===== src/rtl/ysyx_2022040010_fetch_ctrl_if.sv =====
// Fetch controller bus bundle: redirect, decode handshake and instruction-memory port.
interface ysyx_2022040010_fetch_ctrl_if;
  localparam int unsigned XLEN = 64;
  localparam int unsigned ILEN = 32;
  localparam int unsigned CNTW = 32;

  logic            redirect_valid;
  logic [XLEN-1:0] redirect_pc;
  logic            id_ready;
  logic            imem_req;
  logic [XLEN-1:0] imem_addr;
  logic            imem_rvalid;
  logic [ILEN-1:0] imem_rdata;
  logic            if_valid;
  logic [XLEN-1:0] if_pc;
  logic [ILEN-1:0] if_inst;
  logic [CNTW-1:0] fetch_cnt;

  // Fetch controller side
  modport master (
    input  redirect_valid, redirect_pc, id_ready, imem_rvalid, imem_rdata,
    output imem_req, imem_addr, if_valid, if_pc, if_inst, fetch_cnt
  );

  // Memory / decode / redirect source side
  modport slave (
    output redirect_valid, redirect_pc, id_ready, imem_rvalid, imem_rdata,
    input  imem_req, imem_addr, if_valid, if_pc, if_inst, fetch_cnt
  );
endinterface


===== src/rtl/ysyx_2022040010_fetch_ctrl.sv =====
// Instruction fetch controller: one outstanding imem read, presents the
// fetched word to decode, and handles flush/redirect including draining a
// response that is already in flight.
module ysyx_2022040010_fetch_ctrl #(
  parameter logic [63:0] INIT_PC = 64'h0000_0000_8000_0000
) (
  input  logic                           clk,
  input  logic                           rst,
  ysyx_2022040010_fetch_ctrl_if.master   bus
);
  localparam int unsigned XLEN = 64;
  localparam int unsigned ILEN = 32;
  localparam int unsigned CNTW = 32;

  typedef enum logic [2:0] {
    IDLE  = 3'd0,
    REQ   = 3'd1,
    WAIT  = 3'd2,
    VALID = 3'd3,
    DRAIN = 3'd4
  } state_t;

  state_t          state;
  state_t          state_n;
  logic [XLEN-1:0] pc;
  logic [XLEN-1:0] pc_n;
  logic [XLEN-1:0] redirect_target;
  logic            req_n;
  logic [XLEN-1:0] addr_n;
  logic            valid_n;
  logic [XLEN-1:0] if_pc_n;
  logic [ILEN-1:0] inst_n;
  logic [CNTW-1:0] cnt_n;

  // Redirect targets are forced to 4-byte alignment
  assign redirect_target = {bus.redirect_pc[XLEN-1:2], 2'b00};

  // State, pc and registered outputs
  always_ff @(posedge clk or negedge rst) begin
    if (!rst) begin
      state         <= IDLE;
      pc            <= INIT_PC;
      bus.imem_req  <= 1'b0;
      bus.imem_addr <= '0;
      bus.if_valid  <= 1'b0;
      bus.if_pc     <= '0;
      bus.if_inst   <= '0;
      bus.fetch_cnt <= '0;
    end else begin
      state         <= state_n;
      pc            <= pc_n;
      bus.imem_req  <= req_n;
      bus.imem_addr <= addr_n;
      bus.if_valid  <= valid_n;
      bus.if_pc     <= if_pc_n;
      bus.if_inst   <= inst_n;
      bus.fetch_cnt <= cnt_n;
    end
  end

  // Next state and next output values; redirect overrides everything past IDLE
  always_comb begin
    state_n = state;
    pc_n    = pc;
    req_n   = 1'b0;
    addr_n  = bus.imem_addr;
    valid_n = bus.if_valid;
    if_pc_n = bus.if_pc;
    inst_n  = bus.if_inst;
    cnt_n   = bus.fetch_cnt;

    if (state == IDLE) begin
      state_n = REQ;
    end else if (bus.redirect_valid) begin
      pc_n    = redirect_target;
      valid_n = 1'b0;
      // A response still owed by memory must be swallowed before reissuing
      if ((state == WAIT || state == DRAIN) && !bus.imem_rvalid) begin
        state_n = DRAIN;
      end else begin
        state_n = REQ;
      end
    end else begin
      case (state)
        REQ: begin
          state_n = WAIT;
        end
        WAIT: begin
          if (bus.imem_rvalid) begin
            inst_n  = bus.imem_rdata;
            if_pc_n = pc;
            pc_n    = pc + XLEN'(4);
            valid_n = 1'b1;
            state_n = VALID;
          end
        end
        VALID: begin
          if (bus.id_ready) begin
            valid_n = 1'b0;
            cnt_n   = bus.fetch_cnt + CNTW'(1);
            state_n = REQ;
          end
        end
        DRAIN: begin
          if (bus.imem_rvalid) begin
            state_n = REQ;
          end
        end
        default: begin
          state_n = IDLE;
        end
      endcase
    end

    // Request strobe and address are registered alongside entry into REQ
    if (state_n == REQ) begin
      req_n  = 1'b1;
      addr_n = pc_n;
    end
  end
endmodule


===== src/flat_wrapper.sv =====
// flat-port wrapper written by rule: the top's interface ports become plain ports
module ysyx_2022040010_fetch_ctrl_flat 
#(
  parameter logic [63:0] INIT_PC = 64'h0000_0000_8000_0000
)
  (clk, rst, bus_redirect_valid, bus_redirect_pc, bus_id_ready, bus_imem_rvalid, bus_imem_rdata, bus_imem_req, bus_imem_addr, bus_if_valid, bus_if_pc, bus_if_inst, bus_fetch_cnt);
  ysyx_2022040010_fetch_ctrl_if bus_i ();
  input  logic clk;
  input  logic rst;
  input wire logic [$bits(bus_i.redirect_valid)-1:0] bus_redirect_valid;
  input wire logic [$bits(bus_i.redirect_pc)-1:0] bus_redirect_pc;
  input wire logic [$bits(bus_i.id_ready)-1:0] bus_id_ready;
  input wire logic [$bits(bus_i.imem_rvalid)-1:0] bus_imem_rvalid;
  input wire logic [$bits(bus_i.imem_rdata)-1:0] bus_imem_rdata;
  output wire logic [$bits(bus_i.imem_req)-1:0] bus_imem_req;
  output wire logic [$bits(bus_i.imem_addr)-1:0] bus_imem_addr;
  output wire logic [$bits(bus_i.if_valid)-1:0] bus_if_valid;
  output wire logic [$bits(bus_i.if_pc)-1:0] bus_if_pc;
  output wire logic [$bits(bus_i.if_inst)-1:0] bus_if_inst;
  output wire logic [$bits(bus_i.fetch_cnt)-1:0] bus_fetch_cnt;
  assign bus_i.redirect_valid = bus_redirect_valid;
  assign bus_i.redirect_pc = bus_redirect_pc;
  assign bus_i.id_ready = bus_id_ready;
  assign bus_i.imem_rvalid = bus_imem_rvalid;
  assign bus_i.imem_rdata = bus_imem_rdata;
  assign bus_imem_req = bus_i.imem_req;
  assign bus_imem_addr = bus_i.imem_addr;
  assign bus_if_valid = bus_i.if_valid;
  assign bus_if_pc = bus_i.if_pc;
  assign bus_if_inst = bus_i.if_inst;
  assign bus_fetch_cnt = bus_i.fetch_cnt;
  ysyx_2022040010_fetch_ctrl #(.INIT_PC(INIT_PC)) u_core (.clk(clk), .rst(rst), .bus(bus_i));
endmodule

===== config.mk =====
export PLATFORM = sky130hd
export DESIGN_NAME = ysyx_2022040010_fetch_ctrl_flat
export DESIGN_NICKNAME = d
export VERILOG_FILES = /design/src/rtl/ysyx_2022040010_fetch_ctrl_if.sv /design/src/rtl/ysyx_2022040010_fetch_ctrl.sv /design/src/flat_wrapper.sv
export SDC_FILE = /design/constraint.sdc
export NUM_CORES = 1
export LEC_CHECK = 0
export CORE_ASPECT_RATIO = 1.5
export CORE_MARGIN = 5
export CORE_UTILIZATION = 49
export DETAILED_ROUTE_END_ITERATION = 6
export GPL_ROUTABILITY_DRIVEN = 0
export PLACE_DENSITY = 0.79
export SETUP_SLACK_MARGIN = 0.15
export SYNTH_ARGS = -nofsm -noshare
export SYNTH_HDL_FRONTEND = slang
export SYNTH_SLANG_ARGS = --single-unit

===== constraint.sdc =====
create_clock -name clk -period 2.8 [get_ports clk]
set_clock_uncertainty 0.15 [all_clocks]
set_input_delay 0.28 -clock clk [delete_from_list [all_inputs] [get_ports clk]]
set_output_delay 0.28 -clock clk [all_outputs]
set_load 0.01 [all_outputs]

==> metrics.md, run 1 <==
| Metric | Value |
|---|---|
| Std-Cell Core Area | `24400 sq um` |
| Placed insts | `approximately 1.7k` |
| Data required time of the worst path | `approximately 3.1 ns` |
| # clock sinks | `261` |
| Category of cells accounting for the largest share of critical-path delay | `simple AND/OR/NAND/NOR gates` |
| Post-DR wirelength/cell | `around 22 um` |
| Leakage component of the power | `around 6.9 nW` |
| Largest cells by area after synthesis | `dfrtp_1 54%, mux2_2 12%, nor2_1 2.9%` |
| Starting utilization of the core area | `0.497` |
| Synth Register Bits | `261` |
| Die Outline Area | `28100 sq um` |
| Residual DRC | `0` |
| Number of search-and-repair iterations in the first detailed-routing pass | `6` |
| RSZ-0062 raised after global routing | `true` |
| Port Buffers | `292` |
| Crit path arrival time | `2.88 ns` |
| Final nets | `approximately 1.5k` |
| Total clock buffers created by CTS | `26` |
| FP Rows | `70` |
| Number of distinct library cell variants in the gate-level netlist after synthesis | `80` |
| Clock transition time at the flip-flop clock pins of the worst setup and hold paths | `approximately 0.07 ns` |
| Count of flip-flops with a built-in enable after synthesis | `0` |
| Area share of the largest cell type after synthesis | `0.536` |
| Count of endpoints failing hold in the final timing report | `0` |
| Overall power of the completed layout | `between 10 and 15 mW` |
| Max Clk Rate | `just under 400 MHz` |
| Clock share of power | `0.247` |
| Antenna Violating Nets Remaining | `0` |
| Cell at the root of the clock tree | `clkbuf_16` |
| Power per Cell Area | `about 890 nW/um^2` |
| Most common cell in the synthesized netlist | `dfrtp_1` |
| Main synth FF type | `dfrtp_1` |
| Buffer and inverter count on the worst path | `2` |
| Routed met1 length | `14000 um` |
| Critical-path top delay cell | `or3_2` |
| Total internal power | `around 10 mW` |
| Iteration-0 DRC count of the detailed router | `slightly below 900` |
| Initial antenna violation count | `6` |
| Final standard cell utilization of the core | `0.686` |
| Final Non-Filler Cells | `roughly 1.8k` |
| Maximum number of pins on one net before global-route repair | `just under 80` |
| Sequential fraction of the synthesis area | `0.538` |
| Power dissipated by switching net loads | `between 4 and 5 mW` |
| Global-route congestion overflow total | `0` |
| Kind of end point of the critical path | `flip-flop` |
| Post-Syn Instances | `around 1.1k` |
| Max VDD drop | `around 0.76 mV` |
| DRT Wirelength | `~40000 um` |
| Highest net fanout along the worst path | `12` |
| Critical Path Start Type | `flip-flop` |
| Number of setup violations in the final report | `0` |
| Max-cap violations | `0` |
| Actual slew at the worst max-slew pin | `0.868 ns` |
| GRT Total Usage | `0.271` |
| Vias in the first global route | `roughly 11k` |
| Category of the critical setup timing path | `reg2reg` |
| TritonCTS clock tree | `built` |
| Top metal layer carrying routed signals | `met5` |
| Run status | `completed` |
| Cell mode on critical path | `buf_4` |
| Length of routed met2 wiring | `slightly below 20000 um` |
| Register-to-register setup slack | `0.23 ns` |
| Ratio of cells with drive above 1 in the final layout | `0.194` |
| Global-route wire length before repair | `61400 um` |
| Post-synth top cells | `260 x dfrtp_1, 128 x mux2_2, 93 x nor2_1, 79 x nand2_1, 43 x nand3_1` |
| Ys async rst share | `1.00` |
| Fraction of power consumed by combinational cells | `0.357` |
| I/O pins | `~300` |
| Switching power as a share of total power | `0.318` |
| Post-layout min period | `approximately 2.6 ns` |
| Relative slew slack | `0.419` |
| Syn Area/Cell | `about 11 sq um` |
| Deepest level of the CTS H-tree | `1` |
| Synth Cell Area | `about 12000 sq um` |
| Crit path largest cell delay | `approximately 0.52 ns` |
| Floorplan die width | `about 140 um` |
| Total nets after synthesis | `about 1.2k` |
| Hold Crit Class | `in2reg` |
| Cells along the critical path | `buf_4 > or3_2 > nand2_1 > buf_4 > o22ai_1 > a211oi_1 > mux2_2` |
| Setup tns final | `0 ns` |
| Register share of total power | `0.395` |
| Final cycle utilization of the critical path | `0.917` |
| Pins Over Slew Limit | `0` |
| Estimated wirelength of the detail-placed design | `~28000 um` |
| Number of vias per cell | `approximately 6.0` |
| Post-CTS setup-driven buffer insertion count | `0` |
| Via count | `roughly 11k` |
| Clock Tree Buf Depth | `3` |
| Cell type with the largest total area after synthesis | `dfrtp_1` |
| Number of synthesis warnings | `0` |
| Die height | `around 200 um` |
| Met3 wire length | `roughly 3500 um` |
| Area growth from synthesis to layout | `38.1%` |
| Insertion delay of the later-clocked pin in the worst-skew pair | `between 0.5 and 0.6 ns` |
==> per-stage QoR <==
step | setup slack, ns | hold slack (ns) | instance area [sq um]
6_report | 0.232 | 0.0784 | 16800
5_1_grt | 0.129 | 0.120 | 16800
4_1_cts | 0.235 | 0.0689 | 16700
3_5_place_dp | 0.00313 | 0.149 | 15800
3_3_place_gp | 0.0333 | 0.144 | 15800
2_1_floorplan | 0.511 | -0.166 | 12100
==> final cells by class <==
| type | instances | area, sq um |
|---|---|---|
| Inverter | 16 | 60.1 |
| Tap cell | 324 | 405 |
| Timing Repair Buffer | 359 | 3530 |
| Clock buffer | 31 | 731 |
| Antenna cell | 5 | 12.5 |
| Multi-Input combinational cell | 759 | 5330 |
| Sequential cell | 261 | 6530 |
| Fill cell | 1818 | 7660 |
| Clock inverter | 17 | 174 |
==> logic make-up (layout without fill, tap and decap cells) <==
| kind of cell | count (synthesis) | in the layout | share of synthesized area |
|---|---|---|---|
| buffers and inverters | 77 | 423 | 0.0257 |
| XOR/XNOR | 36 | 36 | 0.0260 |
| multiplexers | 134 | 134 | 0.124 |
| AO/OA/AOI/OAI | 189 | 189 | 0.106 |
| other | 0 | 5 | 0 |
| flip-flops | 261 | 261 | 0.538 |
| AND/OR/NAND/NOR | 398 | 398 | 0.178 |
| adder cells (fa/ha/maj) | 2 | 2 | 0.00206 |
==> worst min-delay path, stage by stage <==
cell and delay, ns:
buf_2 0.17, nor3b_1 0.10, nand3_1 0.10, xnor2_1 0.07
==> power by group through the flow <==
| stage | Sequential (mW) | Clock (mW) | Combinational [mW] |
|---|---|---|---|
| final | 5.87 | 3.67 | 5.30 |
| after global routing | 6.01 | 3.87 | 5.65 |
| after floorplan | 6.23 | 0 | 1.77 |
| after CTS | 5.87 | 3.71 | 5.35 |
| after global placement | 5.87 | 0 | 5.22 |
| after detailed placement | 5.92 | 0 | 5.32 |
==> worst paths after layout <==
| check | start | endpoint | cells after the start |
|---|---|---|---|
| worst max-delay path | u_core.state[1]$_DFF_PN0_ | u_core.bus.imem_addr[20]$_DFFE_PN0N_ | 7 |
| max in group asynchronous | rst | u_core.bus.if_inst[25]$_DFFE_PN0P_ | 3 |
| min in group asynchronous | rst | u_core.bus.if_inst[14]$_DFFE_PN0P_ | 2 |
| worst max register to register | u_core.state[1]$_DFF_PN0_ | u_core.bus.imem_addr[20]$_DFFE_PN0N_ | 7 |
| worst min-delay path | bus_redirect_valid | u_core.bus.fetch_cnt[3]$_DFFE_PN0P_ | 4 |
| worst min register to register | u_core.bus.imem_addr[3]$_DFFE_PN0N_ | u_core.bus.imem_addr[3]$_DFFE_PN0N_ | 2 |
==> repair_timing <==
| item | CTS | global route |
|---|---|---|
| hold buffers | 1 | 0 |
| setup endpoints to repair | 0 | 9 |
| endpoints found under the hold margin | 68 | 0 |
| gates resized for setup | 0 | 4 |
==> placed cells by master, fill, tap and decap left out, types with 6 or more instances in the layout <==
cell / instances
o211ai_1: 7
clkbuf_16: 27
and4_1: 11
clkdlybuf4s50_1: 290
mux2_2: 128
nand4_1: 33
clkinv_2: 12
dfrtp_1: 260
nor2b_1: 6
nor2_1: 92
buf_4: 58
nor4_1: 15
and2_1: 9
a311oi_1: 7
or3_1: 13
and3_1: 24
a31oi_1: 22
buf_12: 8
o21ai_1: 7
nand3_1: 43
nor3_1: 29
o21ai_0: 30
nand2_1: 79
a21oi_1: 42
xnor2_1: 26
o22ai_1: 10
xor2_1: 10
inv_1: 14
==> sequential cells by signal, summed over array words and instances, names as in the netlist <==
register,cells
u_core.bus.if_valid,1
u_core.bus.if_inst,32
u_core.bus.fetch_cnt,32
u_core.state,3
u_core.pc,64
u_core.bus.imem_req,1
u_core.bus.if_pc,64
u_core.bus.imem_addr,64
==> metal layers <==
layer  vias to the layer above  GRT usage
met5                         -          0
met4                         4      0.136
met3                       119     0.0575
met2                       577      0.466
met1                      5181      0.321
li1                       4711          -
(Power assumes the default switching activity.)
==> inputs of run 2 (changes only) <==
--- a/config.mk
+++ b/config.mk
@@ -5,6 +5,7 @@
 export SDC_FILE = /design/constraint.sdc
 export NUM_CORES = 1
 export LEC_CHECK = 0
+export CAP_MARGIN = 15
 export CORE_ASPECT_RATIO = 1.5
 export CORE_MARGIN = 5
 export CORE_UTILIZATION = 49
==> constraint.sdc (replaced) <==
create_clock -name clk -period 2.8 [get_ports clk]
set_clock_uncertainty 0.15 [all_clocks]
set_input_delay 0.42 -clock clk [delete_from_list [all_inputs] [get_ports clk]]
set_output_delay 0.42 -clock clk [all_outputs]
set_load 0.01 [all_outputs]
==> run 2 against run 1 <==
- clock power about the same
- hold slack improved by 0.17 ns
- critical endpoint is now u_core.bus.imem_addr[61]$_DFFE_PN0N_
- power grew 0.51%
- sequential power is essentially flat
- cell area rose by 1.1%
- first-iteration DRC count is 18% lower
- worst setup slack got worse by 0.033 ns
- register-to-register slack got worse by 0.03 ns
- critical path type unchanged
==> metrics.md, run 2 (same netlist as run 1, synthesis figures left out) <==
| Metric | Value |
|---|---|
| Final Non-Filler Cells | `1786` |
| Insertion delay of the later-clocked pin in the worst-skew pair | `~0.53 ns` |
| Iteration-0 DRC count of the detailed router | `about 730` |
| Cell at the root of the clock tree | `clkbuf_16` |
| Clock share of power | `0.248` |
| Area growth from synthesis to layout | `39.7%` |
| Post-layout min period | `approximately 2.6 ns` |
| Number of setup violations in the final report | `0` |
| Die Outline Area | `around 28000 sq um` |
| Initial antenna violation count | `4` |
| Estimated wirelength of the detail-placed design | `between 20000 and 30000 um` |
| Leakage component of the power | `just over 7 nW` |
| Number of inserted filler cells in the final layout | `around 1.8k` |
| Overall power of the completed layout | `roughly 15 mW` |
| Deepest level of the CTS H-tree | `1` |
| Max Clk Rate | `around 380 MHz` |
| Std-Cell Core Area | `between 20000 and 25000 sq um` |
| # clock sinks | `roughly 260` |
| Placed insts | `1737` |
| Most common library cell in the layout ignoring fill and taps | `clkdlybuf4s50_1` |
| Post-DR wirelength/cell | `around 22 um` |
| Die height | `just over 200 um` |
| FP Rows | `70` |
| Actual slew at the worst max-slew pin | `roughly 0.71 ns` |
| Global-route congestion overflow total | `0` |
| Relative slew slack | `0.522` |
| RSZ-0062 raised after global routing | `true` |
| Switching power as a share of total power | `0.314` |
| DRT Wirelength | `between 30000 and 40000 um` |
| Floorplan die width | `139 um` |
| Post-route setup slack | `between 0.15 and 0.2 ns` |
| Largest registers | `u_core.bus.if_pc: 64 flops, u_core.bus.imem_addr: 64 flops, u_core.pc: 64 flops` |
| Residual DRC | `0` |
| Number of vias per cell | `about 5.9` |
| Number of search-and-repair iterations in the first detailed-routing pass | `7` |
| Pins Over Slew Limit | `0` |
| Maximum number of pins on one net before global-route repair | `64` |
| Run status | `completed` |
| GRT Total Usage | `0.273` |
| Total internal power | `between 10 and 15 mW` |
| Count of endpoints failing hold in the final timing report | `0` |
| Final nets | `1545` |
| TritonCTS clock tree | `built` |
| Max-cap violations | `0` |
| Clock Tree Buf Depth | `3` |
| Clock transition time at the flip-flop clock pins of the worst setup and hold paths | `0.06 ns` |
| Starting utilization of the core area | `0.497` |
| Total clock buffers created by CTS | `26` |
| Top library cells by usage in the layout, fill and taps aside | `290 x clkdlybuf4s50_1, 260 x dfrtp_1, 128 x mux2_2` |
| Power dissipated by switching net loads | `between 4 and 5 mW` |
| Final cycle utilization of the critical path | `0.929` |
| Max VDD drop | `a little over 0.5 mV` |
| Kind of end point of the critical path | `flip-flop` |
| Global-route wire length before repair | `around 62000 um` |
| Port Buffers | `approximately 290` |
| Critical Path Start Type | `flip-flop` |
| Category of the critical setup timing path | `reg2reg` |
| Fraction of power consumed by combinational cells | `0.358` |
| Register share of total power | `0.393` |
| Antenna Violating Nets Remaining | `0` |
| Via count | `roughly 11k` |
| Hold Crit Class | `in2reg` |
| Ratio of cells with drive above 1 in the final layout | `0.203` |
| I/O pins | `roughly 300` |
| Highest net fanout along the worst path | `8` |
| Data required time of the worst path | `between 3 and 4 ns` |
| Post-CTS setup-driven buffer insertion count | `0` |
| Worst setup slack before clock tree synthesis | `-0.0760 ns` |
| Crit path arrival time | `2.87 ns` |
| Power per Cell Area | `between 800 and 900 nW/um^2` |
| Vias in the first global route | `11.2k` |
-- run 2: cell types whose count changed in the layout (fill, tap and decap cells not counted), moves of 2 or more --
cell	delta
clkbuf_8	+7
clkinv_2	-10
buf_4	+17
clkbuf_1	+2
buf_12	+2
diode_2	-3
-- run 2: critical path, cell delays in order (launching register included) --
cell	delay, ns
dfrtp_1	0.51
nand4_1	0.29
nor2_1	0.27
buf_4	0.18
nand4b_1	0.23
nor4_2	0.51
o311ai_0	0.20
o21a_1	0.14
-- run 2: final timing paths --
kind	slack, ns	end	from	cells after the start
min reg2reg	0.32	u_core.bus.imem_addr[2]$_DFFE_PN0N_	u_core.bus.imem_addr[2]$_DFFE_PN0N_	2
min	0.25	u_core.bus.fetch_cnt[3]$_DFFE_PN0P_	bus_redirect_valid	4
max in group asynchronous	1.48	u_core.bus.imem_addr[57]$_DFFE_PN0N_	rst	3
max	0.20	u_core.bus.imem_addr[61]$_DFFE_PN0N_	u_core.pc[29]$_DFF_PN0_	7
min in group asynchronous	0.28	u_core.bus.if_inst[31]$_DFFE_PN0P_	rst	2
max reg2reg	0.20	u_core.bus.imem_addr[61]$_DFFE_PN0N_	u_core.pc[29]$_DFF_PN0_	7
-- run 2: layout make-up --
class,instances,area [sq um],share of cell area
Clock inverter,6,86.3,0.00509
Timing Repair Buffer,378,3700,0.218
Antenna cell,2,5.00,0.000295
Sequential cell,261,6530,0.385
Clock buffer,40,835,0.0492
Inverter,16,60.1,0.00354
Tap cell,324,405,0.0239
Multi-Input combinational cell,759,5340,0.315
-- run 2: power by group through the flow --
stage	combinational (mW)	clock (mW)	sequential (mW)
after floorplan	1.77	0	6.23
after global placement	5.25	0	5.86
after detailed placement	5.36	0	5.92
after CTS	5.39	3.77	5.86
after global routing	5.69	3.93	6.02
final	5.35	3.70	5.87
-- run 2: routing by layer --
metal	share of wire	GRT usage	vias up
li1	-	-	4732
met1	0.35	0.310	5207
met2	0.51	0.484	544
met3	0.081	0.0608	132
met4	0.058	0.137	4
met5	0.00069	0	-
-- run 2: metrics by stage --
stage                     setup TNS (ns)  hold slack [ns]   util  cell area, sq um
after floorplan                        0          -0.0256      -             12100
after global placement            -0.170            0.247  0.655             16000
after detailed placement          -0.608            0.249  0.655             16000
after CTS                              0            0.233  0.693             16900
after global routing                   0            0.271  0.694             17000
final                                  0            0.253  0.694             17000
-- run 2: what timing repair did --
| action | CTS | global route |
|---|---|---|
| hold buffers | 1 | 0 |
| endpoints found under the setup margin | 0 | 15 |
| gates resized for setup | 0 | 6 |
| endpoints found under the hold margin | 55 | 0 |
